<file path="config.mk">
export PLATFORM = sky130hd
export DESIGN_NAME = multi_cycle_cpu
export DESIGN_NICKNAME = d
export VERILOG_FILES = /design/src/rtl/cpu_pkg.sv /design/src/rtl/cpu_regfile.sv /design/src/rtl/multi_cycle_cpu.sv
export SDC_FILE = /design/constraint.sdc
export NUM_CORES = 2
export LEC_CHECK = 0
export ABC_AREA = 0
export CORE_ASPECT_RATIO = 0.5
export CORE_MARGIN = 2
export CORE_UTILIZATION = 50
export CTS_CLUSTER_DIAMETER = 100
export DETAILED_ROUTE_END_ITERATION = 8
export PLACE_DENSITY_LB_ADDON = 0.08
export REMOVE_ABC_BUFFERS = 1
export SLEW_MARGIN = 20
export SYNTH_ARGS = -nofsm -noshare
export SYNTH_HDL_FRONTEND = slang
export SYNTH_SLANG_ARGS = --single-unit
</file>
<file path="constraint.sdc">
create_clock -name clk -period 8.5 [get_ports clk]
set_input_delay 1.275 -clock clk [delete_from_list [all_inputs] [get_ports clk]]
set_output_delay 1.275 -clock clk [all_outputs]
set_load 0.05 [all_outputs]
</file>
<file path="src/rtl/cpu_pkg.sv">
// Shared opcode/funct constants, FSM state and ALU-op types for the
// multi-cycle core, plus the instruction decode helpers.
package cpu_pkg;

   localparam logic [5:0] OP_RTYPE = 6'h00;
   localparam logic [5:0] OP_J     = 6'h02;
   localparam logic [5:0] OP_BEQ   = 6'h04;
   localparam logic [5:0] OP_BNE   = 6'h05;
   localparam logic [5:0] OP_ADDI  = 6'h08;
   localparam logic [5:0] OP_ORI   = 6'h0D;
   localparam logic [5:0] OP_LW    = 6'h23;
   localparam logic [5:0] OP_SW    = 6'h2B;
   localparam logic [5:0] OP_HALT  = 6'h3F;

   localparam logic [5:0] FN_SLL   = 6'h00;
   localparam logic [5:0] FN_ADD   = 6'h20;
   localparam logic [5:0] FN_SUB   = 6'h22;
   localparam logic [5:0] FN_AND   = 6'h24;
   localparam logic [5:0] FN_OR    = 6'h25;
   localparam logic [5:0] FN_SLT   = 6'h2A;

   typedef enum logic [2:0] {
      ST_FETCH  = 3'd0,
      ST_DECODE = 3'd1,
      ST_EXEC   = 3'd2,
      ST_MEM    = 3'd3,
      ST_WB     = 3'd4,
      ST_HALT   = 3'd5
   } state_e;

   typedef enum logic [2:0] {
      ALU_ADD,
      ALU_SUB,
      ALU_AND,
      ALU_OR,
      ALU_SLT,
      ALU_SLL,
      ALU_NONE
   } alu_op_e;

   typedef enum logic [3:0] {
      IC_ALU_R,
      IC_ADDI,
      IC_ORI,
      IC_LW,
      IC_SW,
      IC_BEQ,
      IC_BNE,
      IC_J,
      IC_HALT,
      IC_NOP
   } iclass_e;

   function automatic alu_op_e decode_alu(input logic [5:0] op,
                                          input logic [5:0] fn);
      alu_op_e a;
      a = ALU_NONE;
      case (op)
         OP_RTYPE: begin
            case (fn)
               FN_ADD:  a = ALU_ADD;
               FN_SUB:  a = ALU_SUB;
               FN_AND:  a = ALU_AND;
               FN_OR:   a = ALU_OR;
               FN_SLT:  a = ALU_SLT;
               FN_SLL:  a = ALU_SLL;
               default: a = ALU_NONE;
            endcase
         end
         OP_ADDI, OP_LW, OP_SW: a = ALU_ADD;
         OP_ORI:  a = ALU_OR;
         default: a = ALU_NONE;
      endcase
      return a;
   endfunction

   // Unsupported R-type functs fall into IC_NOP with unknown opcodes
   function automatic iclass_e decode_class(input logic [5:0] op,
                                            input logic [5:0] fn);
      iclass_e c;
      c = IC_NOP;
      case (op)
         OP_RTYPE: c = (decode_alu(op, fn) != ALU_NONE) ? IC_ALU_R : IC_NOP;
         OP_ADDI:  c = IC_ADDI;
         OP_ORI:   c = IC_ORI;
         OP_LW:    c = IC_LW;
         OP_SW:    c = IC_SW;
         OP_BEQ:   c = IC_BEQ;
         OP_BNE:   c = IC_BNE;
         OP_J:     c = IC_J;
         OP_HALT:  c = IC_HALT;
         default:  c = IC_NOP;
      endcase
      return c;
   endfunction

endpackage

</file>
<file path="src/rtl/cpu_regfile.sv">
// Two-read, one-write register file; register 0 is hardwired to zero
// and the whole array clears on synchronous reset.
module cpu_regfile
   import cpu_pkg::*;
#(
   parameter int XLEN  = 32,
   parameter int NREGS = 32
) (
   input  logic                     clk,
   input  logic                     rst,
   input  logic [$clog2(NREGS)-1:0] ra_a,
   input  logic [$clog2(NREGS)-1:0] ra_b,
   output logic [XLEN-1:0]          rd_a,
   output logic [XLEN-1:0]          rd_b,
   input  logic                     we,
   input  logic [$clog2(NREGS)-1:0] wa,
   input  logic [XLEN-1:0]          wd
);

   logic [XLEN-1:0] regs_q [NREGS];
   logic [XLEN-1:0] regs_d [NREGS];

   always_comb begin
      regs_d = regs_q;
      if (we && (wa != '0)) begin
         regs_d[wa] = wd;
      end
   end

   always_ff @(posedge clk) begin
      if (rst) begin
         regs_q <= '{default: '0};
      end else begin
         regs_q <= regs_d;
      end
   end

   assign rd_a = (ra_a == '0) ? '0 : regs_q[ra_a];
   assign rd_b = (ra_b == '0) ? '0 : regs_q[ra_b];

endmodule

</file>
<file path="src/rtl/multi_cycle_cpu.sv">
// Multi-cycle MIPS-subset core: FETCH/DECODE/EXEC/MEM/WB FSM driving
// split req/ack instruction and data memory ports.
module multi_cycle_cpu
   import cpu_pkg::*;
#(
   parameter int              XLEN     = 32,
   parameter int              NREGS    = 32,
   parameter logic [XLEN-1:0] RESET_PC = '0
) (
   input  logic            clk,
   input  logic            Reset,
   output logic            imem_req,
   output logic [XLEN-1:0] imem_addr,
   input  logic            imem_ack,
   input  logic [31:0]     imem_rdata,
   output logic            dmem_req,
   output logic            dmem_we,
   output logic [XLEN-1:0] dmem_addr,
   output logic [XLEN-1:0] dmem_wdata,
   input  logic            dmem_ack,
   input  logic [XLEN-1:0] dmem_rdata,
   output logic [XLEN-1:0] curPC,
   output logic [2:0]      state,
   output logic            halted
);

   localparam int AW = $clog2(NREGS);

   state_e          state_q, state_d;
   logic [XLEN-1:0] pc_q, pc_d;
   logic [31:0]     ir_q, ir_d;
   logic [XLEN-1:0] a_q, a_d;
   logic [XLEN-1:0] b_q, b_d;
   logic [XLEN-1:0] imm_q, imm_d;
   logic [XLEN-1:0] alu_q, alu_d;
   logic [XLEN-1:0] mdr_q, mdr_d;

   iclass_e         ic;
   alu_op_e         aop;
   logic [XLEN-1:0] alu_b;
   logic [XLEN-1:0] alu_res;
   logic [XLEN-1:0] pc_plus4;
   logic [XLEN-1:0] br_target;
   logic [XLEN-1:0] j_target;
   logic            ireq_c;
   logic            dreq_c;
   logic            rf_we;
   logic [AW-1:0]   rf_wa;
   logic [XLEN-1:0] rf_wd;
   logic [XLEN-1:0] rf_a;
   logic [XLEN-1:0] rf_b;

   assign ic  = decode_class(ir_q[31:26], ir_q[5:0]);
   assign aop = decode_alu(ir_q[31:26], ir_q[5:0]);

   assign pc_plus4  = pc_q + XLEN'(4);
   assign br_target = pc_plus4 + {imm_q[XLEN-3:0], 2'b00};
   assign j_target  = {pc_plus4[XLEN-1:28], ir_q[25:0], 2'b00};

   always_comb begin
      alu_b   = (ic == IC_ALU_R) ? b_q : imm_q;
      alu_res = '0;
      unique case (aop)
         ALU_ADD: alu_res = a_q + alu_b;
         ALU_SUB: alu_res = a_q - alu_b;
         ALU_AND: alu_res = a_q & alu_b;
         ALU_OR:  alu_res = a_q | alu_b;
         ALU_SLT: alu_res = ($signed(a_q) < $signed(alu_b)) ?
                            XLEN'(1) : '0;
         ALU_SLL: alu_res = alu_b << ir_q[10:6];
         default: alu_res = '0;
      endcase
   end

   always_comb begin
      state_d = state_q;
      pc_d    = pc_q;
      ir_d    = ir_q;
      a_d     = a_q;
      b_d     = b_q;
      imm_d   = imm_q;
      alu_d   = alu_q;
      mdr_d   = mdr_q;
      ireq_c  = 1'b0;
      dreq_c  = 1'b0;
      rf_we   = 1'b0;
      unique case (state_q)
         ST_FETCH: begin
            ireq_c = 1'b1;
            if (imem_ack) begin
               ir_d    = imem_rdata;
               state_d = ST_DECODE;
            end
         end
         ST_DECODE: begin
            a_d     = rf_a;
            b_d     = rf_b;
            imm_d   = (ic == IC_ORI) ?
                      {{(XLEN-16){1'b0}}, ir_q[15:0]} :
                      {{(XLEN-16){ir_q[15]}}, ir_q[15:0]};
            state_d = (ic == IC_HALT) ? ST_HALT : ST_EXEC;
         end
         ST_EXEC: begin
            alu_d = alu_res;
            unique case (ic)
               IC_ALU_R, IC_ADDI, IC_ORI: state_d = ST_WB;
               IC_LW, IC_SW:              state_d = ST_MEM;
               IC_BEQ: begin
                  pc_d    = (a_q == b_q) ? br_target : pc_plus4;
                  state_d = ST_FETCH;
               end
               IC_BNE: begin
                  pc_d    = (a_q != b_q) ? br_target : pc_plus4;
                  state_d = ST_FETCH;
               end
               IC_J: begin
                  pc_d    = j_target;
                  state_d = ST_FETCH;
               end
               default: begin
                  pc_d    = pc_plus4;
                  state_d = ST_FETCH;
               end
            endcase
         end
         ST_MEM: begin
            dreq_c = 1'b1;
            if (dmem_ack) begin
               if (ic == IC_SW) begin
                  pc_d    = pc_plus4;
                  state_d = ST_FETCH;
               end else begin
                  mdr_d   = dmem_rdata;
                  state_d = ST_WB;
               end
            end
         end
         ST_WB: begin
            rf_we   = 1'b1;
            pc_d    = pc_plus4;
            state_d = ST_FETCH;
         end
         default: state_d = ST_HALT;
      endcase
   end

   always_ff @(posedge clk) begin
      if (Reset) begin
         state_q <= ST_FETCH;
         pc_q    <= RESET_PC;
         ir_q    <= '0;
         a_q     <= '0;
         b_q     <= '0;
         imm_q   <= '0;
         alu_q   <= '0;
         mdr_q   <= '0;
      end else begin
         state_q <= state_d;
         pc_q    <= pc_d;
         ir_q    <= ir_d;
         a_q     <= a_d;
         b_q     <= b_d;
         imm_q   <= imm_d;
         alu_q   <= alu_d;
         mdr_q   <= mdr_d;
      end
   end

   // R-type writes rd, immediate forms and loads write rt
   assign rf_wa = (ic == IC_ALU_R) ? ir_q[11 +: AW] : ir_q[16 +: AW];
   assign rf_wd = (ic == IC_LW) ? mdr_q : alu_q;

   cpu_regfile #(
      .XLEN  (XLEN),
      .NREGS (NREGS)
   ) u_regfile (
      .clk  (clk),
      .rst  (Reset),
      .ra_a (ir_q[21 +: AW]),
      .ra_b (ir_q[16 +: AW]),
      .rd_a (rf_a),
      .rd_b (rf_b),
      .we   (rf_we),
      .wa   (rf_wa),
      .wd   (rf_wd)
   );

   assign imem_req   = ireq_c & ~Reset;
   assign imem_addr  = pc_q;
   assign dmem_req   = dreq_c & ~Reset;
   assign dmem_we    = (ic == IC_SW);
   assign dmem_addr  = alu_q;
   assign dmem_wdata = b_q;
   assign curPC      = pc_q;
   assign state      = state_q;
   assign halted     = (state_q == ST_HALT);

endmodule

</file>
==> impl_results.md <==
* Slew Limit Headroom at 0.132
* Final Slew Violations at 0
* Critical path endpoint category: flip-flop
* Overall die width at 528 um
* Clock Latency Late Sink at roughly 0.75 ns
* Initial antenna violation count at 15
* P_leak at 23.5 nW
* Nets at roughly 7000
* Post-CTS Setup Bufs at 0
* Wire length on met2 at between 100000 and 150000 um
* Number of global-route vias before repair at approximately 56000
* First-pass DRT Iterations at 6
* Via density per instance at about 7
* I/O Buffers at about 200
* Total gr overflow at 0
* HPWL after DPL at approximately 170000 um
* Clock Pin Slew Worst Setup and Hold Paths at roughly 0.07 ns
* Status: finished clean
* Period Utilization, post-route at 0.816
* Gr usage total at 0.378
* Hold-critical path depth at 2
* CP cell instances: or4_4, a2111oi_4, o311a_2, or3_1, buf_4, nand2_1, nand2_1, inv_1, ha_1, nor2b_1, o221ai_1, a211oi_1, o21bai_1, a21oi_1, o41ai_1, o21bai_1, a2111oi_0, o211ai_1, a211oi_1
* Mapped Area at 0.0685 mm2
* Die height at about 270 um
* Dpl cells at ~8400
* Buf/Inv on CP at 2
* Met1 WL at roughly 110000 um
* Yosys reg bits at 1234
* Top sig layer: met5
* DRC at 0
* Synth async-reset ratio at 0
* Pin count of the biggest net entering global routing at 233
* Worst EP required at between 9 and 10 ns
* Share of cells above drive strength 1 at 0.173
* Post-CTS resize count at 0
* CTS tree: built
* Area grow syn2layout at 9.83%
* Fill cells at 11700
* Standard-cell rows at 95
* Unrepaired setup endpoints after global routing: false
* Global-route wire length before repair at 391000 um
* Tmin final at between 6 and 7 ns
* Slowest cell on crit path: o41ai_1
* Startpoint types: flip-flop
* Clk_skew at around 0.055 ns
* Clock Sink Count at around 1200
* H-tree levels at 3
* PD cells at ~230 mW/mm2
* Post-synth top flop: dfxtp_1
* WP depth at 19
* Max-cap viol count at 0
* Maximum vdd drop at approximately 0.00017 V
* CP max FO at 23
* Worst setup margin at 1.57 ns
* I/O pin cnt at roughly 200
* Met3 Wirelength at ~33000 um
* EDFF count, synth at 0
* Seq/Total Area, Yosys at 0.360
* FMAX at between 0.1 and 0.15 GHz
* Routability congestion estimate from global placement at 0.998
* Clock root buffer: clkbuf_16
* Initial Utilization at 0.507
* Arr. time, crit path at around 7.6 ns
* Final WL at between 200000 and 300000 um
* Cells after synthesis at 7033
* Place WS at 1.59 ns
* Syn_area_per_cell at just under 10 um2
* R2R cell count at 19
* Slew of the pin with the lowest slew margin at between 1 and 1.5 ns
* Commonest cells after routing, fill and taps aside: nor2_1, dfxtp_1, a211oi_1
* Min Hold Slack at 0.468 ns
* Yosys cell types at 92
* Setup Viol. Count Final at 0
* Worst stage delay on the critical path at ~0.84 ns
* Fin util at 0.557
* Setup_tns at 0 ns
* Die area at between 0.1 and 0.15 mm2
* Post-route ant nets at 0
* Commonest non-fill, non-tap cell in the layout: nor2_1
* Non-filler instance count after layout at 8637
* Final Hold Vio Count at 0
* Synth warn at 0
* CP delay by family, top: compound AO/OA/AOI/OAI gates
* Number of CTS-inserted buffers at between 100 and 150
* Worst Hold Class: reg -> reg
* Core Region at ~0.14 mm2
* Drt wl/cell at ~31 um
* Vias at just under 60000
* Longest Clk Path Bufs at 3
* 1st-iter DRT viols at approximately 8000
* Setup CP Type: reg -> reg
* Hold Buf Count CTS at 0
cells in the mapped netlist (all sizes together), types with 9 or more instances:
master | instances | area (um2)
nor2 | 1231 | 4620
o211ai | 37 | 278
mux4 | 591 | 13300
a221o | 12 | 120
nor3 | 83 | 684
nor3b | 18 | 151
a311oi | 16 | 140
o31ai | 16 | 120
mux2 | 30 | 338
nand2 | 437 | 1640
o21bai | 21 | 158
a21oi | 325 | 1640
and2 | 19 | 119
mux2i | 149 | 1490
clkbuf | 538 | 2020
nand3 | 37 | 185
and3 | 25 | 156
o22ai | 25 | 156
o21ai | 114 | 571
ha | 133 | 1660
inv | 117 | 439
a21o | 30 | 225
a2111oi | 9 | 97.6
dfxtp | 1234 | 24700
nor2b | 52 | 325
a221oi | 48 | 420
xnor2 | 45 | 394
buf | 250 | 1440
xor2 | 48 | 420
a211oi | 1049 | 8210
nand2b | 36 | 225
or3 | 15 | 93.8
nor4 | 18 | 113
nand4 | 13 | 81.3
o221ai | 30 | 263
a22oi | 33 | 248
a31oi | 30 | 233
power breakdown:
| group | internal (W) | switching [W] | leakage [nW] | total [W] |
|---|---|---|---|---|
| Clock | 0.00304 | 0.00245 | 1.92 | 0.00549 |
| Sequential | 0.00597 | 0.000441 | 9.95 | 0.00641 |
| Combinational | 0.00179 | 0.00383 | 11.7 | 0.00562 |
worst min-delay path: cells and delay by family (launching register included):
family          cells  cell delay, ns
flops               1            0.32
compound gates      1            0.05
simple gates        1            0.05
registers in the layout (all words and copies together) (netlist names), 17 cells and up:
signal,flops
u_regfile.regs_q,1024
dmem_addr,32
imm_q,17
dmem_wdata,32
ir_q,32
mdr_q,32
a_q,32
curPC,30
metal layers:
metal,global-route usage,vias up
li1,-,25700
met1,0.532,29500
met2,0.548,3509
met3,0.106,553
met4,0.146,8
met5,0,-
worst paths after layout:
check,start,end,slack [ns]
worst max-delay path,ir_q[29],dmem_addr[0],1.57
worst min-delay path,mdr_q[30],mdr_q[30],0.47
worst max register to register,ir_q[29],dmem_addr[0],1.57
worst min register to register,mdr_q[30],mdr_q[30],0.47
cell families after synthesis:
kind of cell	count (synthesis)	share of synthesized area
AO/OA/AOI/OAI	1871	0.198
XOR/XNOR	93	0.0119
adder cells (fa/ha/maj)	136	0.0252
buffers and inverters	907	0.0570
flip-flops	1234	0.360
multiplexers	770	0.221
other	1	0.0000547
AND/OR/NAND/NOR	2021	0.127
through the flow:
stage | total power, W | cell area (um2)
after global routing | 0.0181 | 75300
after floorplan | 0.0101 | 65100
after global placement | 0.0120 | 71200
final | 0.0175 | 75300
after CTS | 0.0174 | 75100
after detailed placement | 0.0120 | 71200
cell type report:
| type | instances | area (um2) | area share |
|---|---|---|---|
| clock inverters | 36 | 509 | 0.00676 |
| flip-flops and latches | 1234 | 24700 | 0.329 |
| clock buffers | 168 | 3400 | 0.0451 |
| multi-input cells | 4895 | 40300 | 0.535 |
| well taps | 1794 | 2240 | 0.0298 |
| repair buffers | 385 | 3620 | 0.0481 |
| inverters | 119 | 447 | 0.00593 |
| diodes | 6 | 15.0 | 0.000199 |
Power figures use the tool's default switching activity.
